$ cat src/rtl/acc_quant.sv
// acc_quant: accumulates num_ch partial sums on top of a bias, then rounds,
// shifts, optionally clamps negatives and saturates each group to OUT_W bits.
//   clk, rst                            clock, async active-high reset
//   start_i, stop_i                     enter RUN (latching config) / abandon group
//   cfg_num_ch, cfg_shift, cfg_relu     group size, right shift, negative clamp
//   bias_i                              signed bias preloaded into every group
//   vld_i, acc_i                        partial-sum input
//   busy_o                              high while in RUN
//   vld_o, data_o                       one-cycle result pulse and quantized value
//   err_o                               sticky: data arrived while idle
module acc_quant #(
  parameter int IN_W  = 20,
  parameter int ACC_W = 32,
  parameter int OUT_W = 8
) (
  input  logic             clk,
  input  logic             rst,
  input  logic             start_i,
  input  logic             stop_i,
  input  logic [7:0]       cfg_num_ch,
  input  logic [4:0]       cfg_shift,
  input  logic             cfg_relu,
  input  logic [15:0]      bias_i,
  input  logic             vld_i,
  input  logic [IN_W-1:0]  acc_i,
  output logic             busy_o,
  output logic             vld_o,
  output logic [OUT_W-1:0] data_o,
  output logic             err_o
);

  typedef enum logic {IDLE = 1'b0, RUN = 1'b1} state_t;

  localparam logic signed [ACC_W:0] SAT_HI = (ACC_W+1)'((2 ** (OUT_W - 1)) - 1);
  localparam logic signed [ACC_W:0] SAT_LO = ~SAT_HI;

  state_t                   state;
  logic [7:0]               last_q;
  logic [4:0]               shift_q;
  logic                     relu_q;
  logic signed [ACC_W-1:0]  bias_q;
  logic signed [ACC_W-1:0]  acc;
  logic [7:0]               cnt;
  logic signed [ACC_W-1:0]  fin;
  logic                     fin_vld;

  logic signed [ACC_W-1:0]  bias_ext;
  logic signed [ACC_W-1:0]  in_ext;
  logic signed [ACC_W-1:0]  acc_sum;
  logic signed [ACC_W:0]    rnd;
  logic signed [ACC_W:0]    rnd_sum;
  logic signed [ACC_W:0]    shifted;
  logic [OUT_W-1:0]         quant;

  assign bias_ext = {{(ACC_W-16){bias_i[15]}}, bias_i};
  assign in_ext   = {{(ACC_W-IN_W){acc_i[IN_W-1]}}, acc_i};
  assign acc_sum  = acc + in_ext;
  assign busy_o   = (state == RUN);

  // shift_q/relu_q cannot change before fin drains: a restart needs stop then
  // start, which always lands after the output register has taken fin.
  always_comb begin
    rnd = '0;
    if (shift_q != 5'd0) begin
      rnd = (ACC_W+1)'(1) << (shift_q - 5'd1);
    end
    rnd_sum = {fin[ACC_W-1], fin} + rnd;
    shifted = rnd_sum >>> shift_q;
    if (relu_q && shifted[ACC_W]) begin
      shifted = '0;
    end
    if (shifted > SAT_HI) begin
      quant = SAT_HI[OUT_W-1:0];
    end else if (shifted < SAT_LO) begin
      quant = SAT_LO[OUT_W-1:0];
    end else begin
      quant = shifted[OUT_W-1:0];
    end
  end

  always_ff @(posedge clk or posedge rst) begin
    if (rst) begin
      state   <= IDLE;
      last_q  <= '0;
      shift_q <= '0;
      relu_q  <= 1'b0;
      bias_q  <= '0;
      acc     <= '0;
      cnt     <= '0;
      fin     <= '0;
      fin_vld <= 1'b0;
      vld_o   <= 1'b0;
      data_o  <= '0;
      err_o   <= 1'b0;
    end else begin
      fin_vld <= 1'b0;
      vld_o   <= fin_vld;
      if (fin_vld) begin
        data_o <= quant;
      end
      case (state)
        IDLE: begin
          if (start_i) begin
            // Store N-1 so a count of 0 behaves as a group of one.
            last_q  <= (cfg_num_ch == 8'd0) ? 8'd0 : cfg_num_ch - 8'd1;
            shift_q <= cfg_shift;
            relu_q  <= cfg_relu;
            bias_q  <= bias_ext;
            acc     <= bias_ext;
            cnt     <= '0;
            err_o   <= 1'b0;
            state   <= RUN;
          end else if (vld_i) begin
            err_o <= 1'b1;
          end
        end
        RUN: begin
          if (stop_i) begin
            acc   <= '0;
            cnt   <= '0;
            state <= IDLE;
          end else if (vld_i) begin
            if (cnt == last_q) begin
              fin     <= acc_sum;
              fin_vld <= 1'b1;
              acc     <= bias_q;
              cnt     <= '0;
            end else begin
              acc <= acc_sum;
              cnt <= cnt + 8'd1;
            end
          end
        end
        default: state <= IDLE;
      endcase
    end
  end

endmodule
$ cat config.mk
export PLATFORM = sky130hd
export DESIGN_NAME = acc_quant
export DESIGN_NICKNAME = d
export VERILOG_FILES = /design/src/rtl/acc_quant.sv
export SDC_FILE = /design/constraint.sdc
export NUM_CORES = 1
export LEC_CHECK = 0
export BUFFER_PORTS_ARGS = -buffer_cell sky130_fd_sc_hd__buf_2
export CAP_MARGIN = 20
export CELL_PAD_IN_SITES_DETAIL_PLACEMENT = 0
export CELL_PAD_IN_SITES_GLOBAL_PLACEMENT = 1
export CORE_ASPECT_RATIO = 0.7
export CORE_UTILIZATION = 48
export DETAILED_ROUTE_END_ITERATION = 12
export PLACE_DENSITY_LB_ADDON = 0.12
export SYNTH_ARGS = -nofsm -noshare
export SYNTH_HDL_FRONTEND = slang
export SYNTH_SLANG_ARGS = --single-unit
$ cat constraint.sdc
create_clock -name clk -period 6.5 [get_ports clk]
set_input_delay 1.3 -clock clk [delete_from_list [all_inputs] [get_ports clk]]
set_output_delay 1.3 -clock clk [all_outputs]
set_load 0.01 [all_outputs]
==> results.yml, run 1 <==
clock_tree:
  root_buffer: "clkbuf_16"
  cts_made_buffers: 17
  clk_latency_ns: 0.43
  cts_tree: "yes"
  cts_sinks: 114
  htree_num_levels: 4
  clk_pin_slew_ns: 0.06
  cts_buffer_depth: 2
cells_and_area:
  area_delta_synth_final_pct: 12.7
  fin_cells: 1721
  final_nets: 1525
  antenna_cells: 0
  drive_gt1_share_pct: 16.2
floorplan:
  start_util_pct: 49.9
  dieWidth_um: 183
  fp.dieH_um: 129
  rows: 45
  io_pins: 66
  coreArea_um2: 22100
  die_area_um2: 23600
worst_setup_path:
  timing.critical_path.buf_inv: 1
  crit_chain: "nor2_1 -> nand3_1 -> fa_1 -> nand2b_1 -> a21o_1 -> a211o_1 -> a2111oi_4 -> nor4_4 -> buf_4 -> a2111oi_4 -> or3_1 -> o22ai_1 -> a2111oi_0 -> a221oi_2 -> nand4_1 -> o221ai_1 -> a211oi_4 -> a21oi_1"
  criticalPathCategory: "flip-flop to flip-flop"
  rr_endpoint: "data_o[7]"
  cp_common_cell: "a2111oi_4"
  start_kind: "flip-flop"
  r2r_setup_slack_ns: 0.35
  path_max_fanout: 8
  ff2ff_path_depth: 18
  critical_path.top_delay_family: "compound AO/OA/AOI/OAI gates"
  cp_slowest_stage_delay_ns: 0.82
  crit_path_top_delay_cell: "a2111oi_0"
  worstPathRequired_ns: 6.79
  r2r_start: "shift_q[2]"
  end_kind: "flip-flop"
  arrival_ns: 6.45
detailed_routing:
  drtAntennaViolNets: 0
  vias: 10794
  drtIter0Drc: 1125
  drcViolationCount: 0
  via_per_inst: 6.27
  met2WireLength_um: 14000
  drt_pre_antenna_iters: 6
  routed_wl_um: 35300
  wl_per_cell_um: 20.5
  met1_length_um: 17700
  wl_met3_um: 3160
  top_layer_used: "met5"
pwr:
  power.density_nw_per_um2: 356
  finalPower_mw: 4.41
  ir_worst_vdd_uv: 267
  p_leak_nw: 5.62
timing:
  grt_setup_unrepaired: "no"
  fmax_mhz: 163
  setup_tns_ns: 0
  skew_ns: 0.0196
  period_share_pct: 94.7
  setup_viol: 0
  tightestPinTransition_ns: 0.952
  fin_crit_ns: 6.15
  max-slew-margin-rel_pct: 34.9
  slew_violations: 0
  hold_viol: 0
global_routing:
  grt_overflow: 0
  grt_usage_pct: 31.0
  grt_max_degree: 74
  grt_pass1_vias: 10319
  grt_pass1_wl_um: 56900
  antenna_found_initial: 0
yosys:
  synth_common_cells: "nand2_1 (154), dfrtp_1 (114), nor2_1 (112)"
  ys_top_cells_by_area: "dfrtp_1 (26%), ha_1 (7.4%), nand2_1 (5.3%), a21oi_1 (4.2%), o21ai_0 (4.0%)"
  netlist.area_leader.share_pct: 25.9
  ys_async_sr_fraction_pct: 100
  yosysMostFrequentCell: "nand2_1"
  synth.cell_area_um2: 11000
  ys_types: 87
  avgSynthCellArea_um2: 8.18
  syn_inst: 1346
  synth.net_count: 1468
  yosysTopAreaCell: "dfrtp_1"
  ys_warn_count: 0
  yosysSeqAreaShare_pct: 25.9
  ys_ff_latch: 114
  synth_edf_count: 0
  synthFlopType: "dfrtp_1"
hold_path:
  min_to: "bias_q[2]"
  hold_start: "bias_q[2]"
  hold_depth: 2
  hp-class: "flip-flop to flip-flop"
placed_design:
  dp_cells: 1686
  placement.io_buffers: 65
  dpl.hpwl_um: 27100
  routabilityCongestion: 1.05
status:
  outcome: "finished, final reports clean"
flow_run:
  cap_violations: 0
-- power by group --
part / total (mW) / leakage, nW / internal, mW / switching, mW
clock network: 0.957 / 0.293 / 0.608 / 0.349
registers: 1.02 / 1.43 / 0.892 / 0.126
logic: 2.44 / 3.91 / 0.956 / 1.48
total: 4.41 / 5.62 / 2.46 / 1.96
-- kinds of logic (layout without fill, tap and decap cells) --
family	Yosys count	after routing	share of synthesized area, %
adders and majority gates	67	67	7.75
and+or+nand+nor	462	462	20.0
muxes	86	86	9.28
other	1	1	0.0341
buffers and inverters	105	175	3.62
DFF	114	114	25.9
AOI/OAI and AO/OA	442	442	27.9
xor gates and xnor gates	69	69	5.49
-- stage by stage --
step | util, % | instance area, um2 | hold slack (ns) | setup slack (ns)
detailed placement | 53.3 | 11800 | 0.462 | 0.509
floorplan | - | 11000 | 0.439 | 0.819
finish | 56.2 | 12400 | 0.472 | 0.347
CTS | 56.1 | 12400 | 0.476 | 0.449
global placement | 53.3 | 11800 | 0.460 | 0.344
global route | 56.2 | 12400 | 0.491 | 0.0540
-- tightest hold or removal path: stages, from the launching register on --
cell and delay (ns):
dfrtp_1 0.34, nand2_1 0.05, nand2_1 0.05
-- state kept, by name, indices dropped and copies added (netlist names) --
| signal | cells |
|---|---|
| fin_vld | 1 |
| shift_q | 5 |
| last_q | 8 |
| vld_o | 1 |
| relu_q | 1 |
| data_o | 8 |
| bias_q | 16 |
| busy_o | 1 |
| fin | 32 |
| err_o | 1 |
| acc | 32 |
| cnt | 8 |
-- final cells by class --
class	count	area, um2
Timing Repair Buffer	112	676
Fill cell	2113	9660
Sequential cell	114	2850
Tap cell	305	382
Inverter	31	119
Multi-Input combinational cell	1127	7770
Clock inverter	10	124
Clock buffer	22	484
-- how the worst max path moves through the flow --
stage                     from  slack, ns  depth (start not counted)        end
floorplan           shift_q[4]       0.82                         24  data_o[2]
global placement    shift_q[0]       0.34                         18  data_o[5]
detailed placement  shift_q[0]       0.51                         18  data_o[2]
CTS                 shift_q[0]       0.45                         18  data_o[2]
global route        shift_q[1]       0.05                         20  data_o[7]
finish              shift_q[2]       0.35                         18  data_o[7]
-- layer usage --
layer / track usage (%) / vias up
li1: - / 5169
met1: 47.6 / 5129
met2: 43.4 / 457
met3: 7.53 / 37
met4: 6.08 / 2
met5: 1.80 / -
-- repair_timing --
item                                    CTS  global route
endpoints found under the setup margin    0             3
hold buffers                              0             0
resized for setup                         0             2
setup buffers                             0             2
-- cell usage in the layout (no fill, tap or decap), types with 18 or more instances in the layout --
cell / instances
nand2_1: 154
dfrtp_1: 114
nor2_1: 110
a21oi_1: 92
o21ai_0: 88
buf_2: 66
ha_1: 65
buf_4: 46
nor3_1: 42
xnor2_1: 41
a211oi_1: 40
a21o_1: 39
mux2_2: 39
mux2i_1: 38
nand3_1: 34
inv_1: 29
xor2_1: 28
o21a_1: 25
and2_1: 21
o211ai_1: 18
Note: power is estimated with default switching activity, not from simulation.
==> run 2: changes to the inputs <==
--- a/config.mk
+++ b/config.mk
@@ -10,9 +10,10 @@
 export CELL_PAD_IN_SITES_DETAIL_PLACEMENT = 0
 export CELL_PAD_IN_SITES_GLOBAL_PLACEMENT = 1
 export CORE_ASPECT_RATIO = 0.7
-export CORE_UTILIZATION = 48
+export CORE_UTILIZATION = 43
 export DETAILED_ROUTE_END_ITERATION = 12
 export PLACE_DENSITY_LB_ADDON = 0.12
+export SLEW_MARGIN = 20
 export SYNTH_ARGS = -nofsm -noshare
 export SYNTH_HDL_FRONTEND = slang
 export SYNTH_SLANG_ARGS = --single-unit
==> constraint.sdc (replaced) <==
create_clock -name clk -period 5.2 [get_ports clk]
set_input_delay 1.04 -clock clk [delete_from_list [all_inputs] [get_ports clk]]
set_output_delay 1.04 -clock clk [all_outputs]
set_load 0.01 [all_outputs]
==> results.yml, run 2 (synthesis gave the netlist of run 1 again) <==
detailed_routing:
  drtAntennaViolNets: 0
  drt_pre_antenna_iters: 7
  drtIter0Drc: 912
  routed_wl_um: 38200
  vias: 11531
  wl_per_cell_um: 19.5
  via_per_inst: 5.89
  drcViolationCount: 0
timing:
  max-slew-margin-rel_pct: 44.4
  fmax_mhz: 186
  fin_ws_ns: -0.164
  tightestPinTransition_ns: 0.829
  setup_tns_ns: -0.979
  slew_violations: 0
  setup_viol: 8
  fin_crit_ns: 5.36
  grt_setup_unrepaired: "yes"
  skew_ns: 0.0178
  period_share_pct: 103
  hold_viol: 0
pwr:
  p_leak_nw: 6.78
  ir_worst_vdd_uv: 214
  power.density_nw_per_um2: 421
  finalPower_mw: 6.11
status:
  violations: "negative setup slack"
  outcome: "complete, but fails checks"
hold_path:
  hp-class: "flip-flop to flip-flop"
placed_design:
  dpl.hpwl_um: 29900
  placement.io_buffers: 65
  place_area_um2: 13400
  routabilityCongestion: 0.950
flow_run:
  cap_violations: 0
global_routing:
  grt_max_degree: 54
  grt_overflow: 0
  grt_pass1_wl_um: 60400
  grt_pass1_vias: 10841
  antenna_found_initial: 0
  grt_usage_pct: 29.3
cells_and_area:
  antenna_cells: 0
  largestRegisters: "acc x32, fin x32, bias_q x16"
  area_delta_synth_final_pct: 31.8
  drive_gt1_share_pct: 31.3
  layout_commonest_cell: "buf_4"
  fillerInstances: 2316
  final_nets: 1742
  final_util_pct: 58.4
  layout_common_cells: "buf_4 (256), nand2_1 (151), dfrtp_1 (113)"
  final_area_um2: 14500
floorplan:
  rows: 48
  io_pins: 66
  start_util_pct: 44.3
  die_area_um2: 26300
  coreArea_um2: 24900
  dieWidth_um: 193
  fp.dieH_um: 136
worst_setup_path:
  start_kind: "flip-flop"
  worstPathRequired_ns: 5.51
  critical_path.top_delay_family: "buffers and inverters"
  crit_path_top_delay_cell: "mux4_2"
  criticalPathCategory: "flip-flop to flip-flop"
  cp_slowest_stage_delay_ns: 0.50
  crit_chain: "buf_4 -> nand2_1 -> buf_4 -> nor2_1 -> ha_1 -> buf_4 -> nand4_1 -> buf_4 -> a2111oi_4 -> nor4_4 -> buf_4 -> a2111oi_4 -> buf_4 -> nor2_1 -> mux2_2 -> mux4_2 -> a2bb2oi_4 -> and3_1 -> and4b_4 -> a211oi_4 -> buf_6 -> a211o_1"
  path_max_fanout: 8
  timing.critical_path.buf_inv: 7
  arrival_ns: 5.68
  cp_common_cell: "buf_4"
  end_kind: "flip-flop"
clock_tree:
  cts_sinks: 114
  cts_buffer_depth: 2
  htree_num_levels: 4
  cts_made_buffers: 17
  holdBufCountCts: 0
  cts_tree: "yes"
  clk_latency_ns: 0.43
  root_buffer: "clkbuf_16"
  clk_pin_slew_ns: 0.06
run 2: changes by cell type in the layout (fill, tap and decap cells not counted), sizes merged:
cell	before	now
buf	112	329
clkbuf	22	17
inv	32	37
run 2: layer usage:
metal	up-vias	global-route usage [%]	routed length (um)
met5	-	0	0
met4	0	5.42	313
met3	22	5.95	2640
met2	366	41.6	15600
met1	5536	45.1	19700
li1	5607	-	-
run 2: area by class of cell:
type	count	area [um2]	area share, %
multi-input cells	1127	8160	56.2
flip-flops and latches	114	2850	19.7
repair buffers	329	2380	16.4
clock buffers	17	425	2.93
well taps	325	407	2.80
clock inverters	15	170	1.17
inverters	31	121	0.836
run 2: worst paths after layout:
kind	from	end	slack, ns	cells after the start
worst max-delay path	shift_q[2]	data_o[5]	-0.16	22
worst min-delay path	bias_q[12]	bias_q[12]	0.48	2
worst max register to register	shift_q[2]	data_o[5]	-0.16	22
worst min register to register	bias_q[12]	bias_q[12]	0.48	2
max in group asynchronous	rst	fin[5]	3.70	3
min in group asynchronous	rst	bias_q[13]	0.55	2
run 2: timing repair:
item / in CTS / in global routing
cloned: 0 / 0
endpoints found under the setup margin: 8 / 8
resized for setup: 20 / 69
buffers inserted: 6 / 7
pin swaps: 9 / 25
run 2: through the flow:
step,instances,hold WS [ns],setup WS (ns)
CTS,1951,0.476,-0.147
floorplan,1346,0.439,-0.152
detailed placement,1914,0.462,-0.294
finish,1958,0.478,-0.164
global route,1958,0.499,-0.329
global placement,1914,0.457,-0.336
run 2: worst reg2reg max path, cell delays in order, from the launching register on:
cell       delay (ns)
dfrtp_1          0.39
buf_4            0.16
nand2_1          0.19
buf_4            0.27
nor2_1           0.08
ha_1             0.36
buf_4            0.16
nand4_1          0.25
buf_4            0.25
a2111oi_4        0.40
nor4_4           0.15
buf_4            0.17
a2111oi_4        0.37
buf_4            0.16
nor2_1           0.04
mux2_2           0.30
mux4_2           0.50
a2bb2oi_4        0.18
and3_1           0.17
and4b_4          0.25
a211oi_4         0.06
buf_6            0.15
a211o_1          0.22
run 2: power breakdown:
group	total, mW	switching (mW)	internal [mW]
sequential	1.27	0.157	1.11
combinational	3.66	2.03	1.63
clock	1.19	0.469	0.718
total	6.11	2.65	3.46
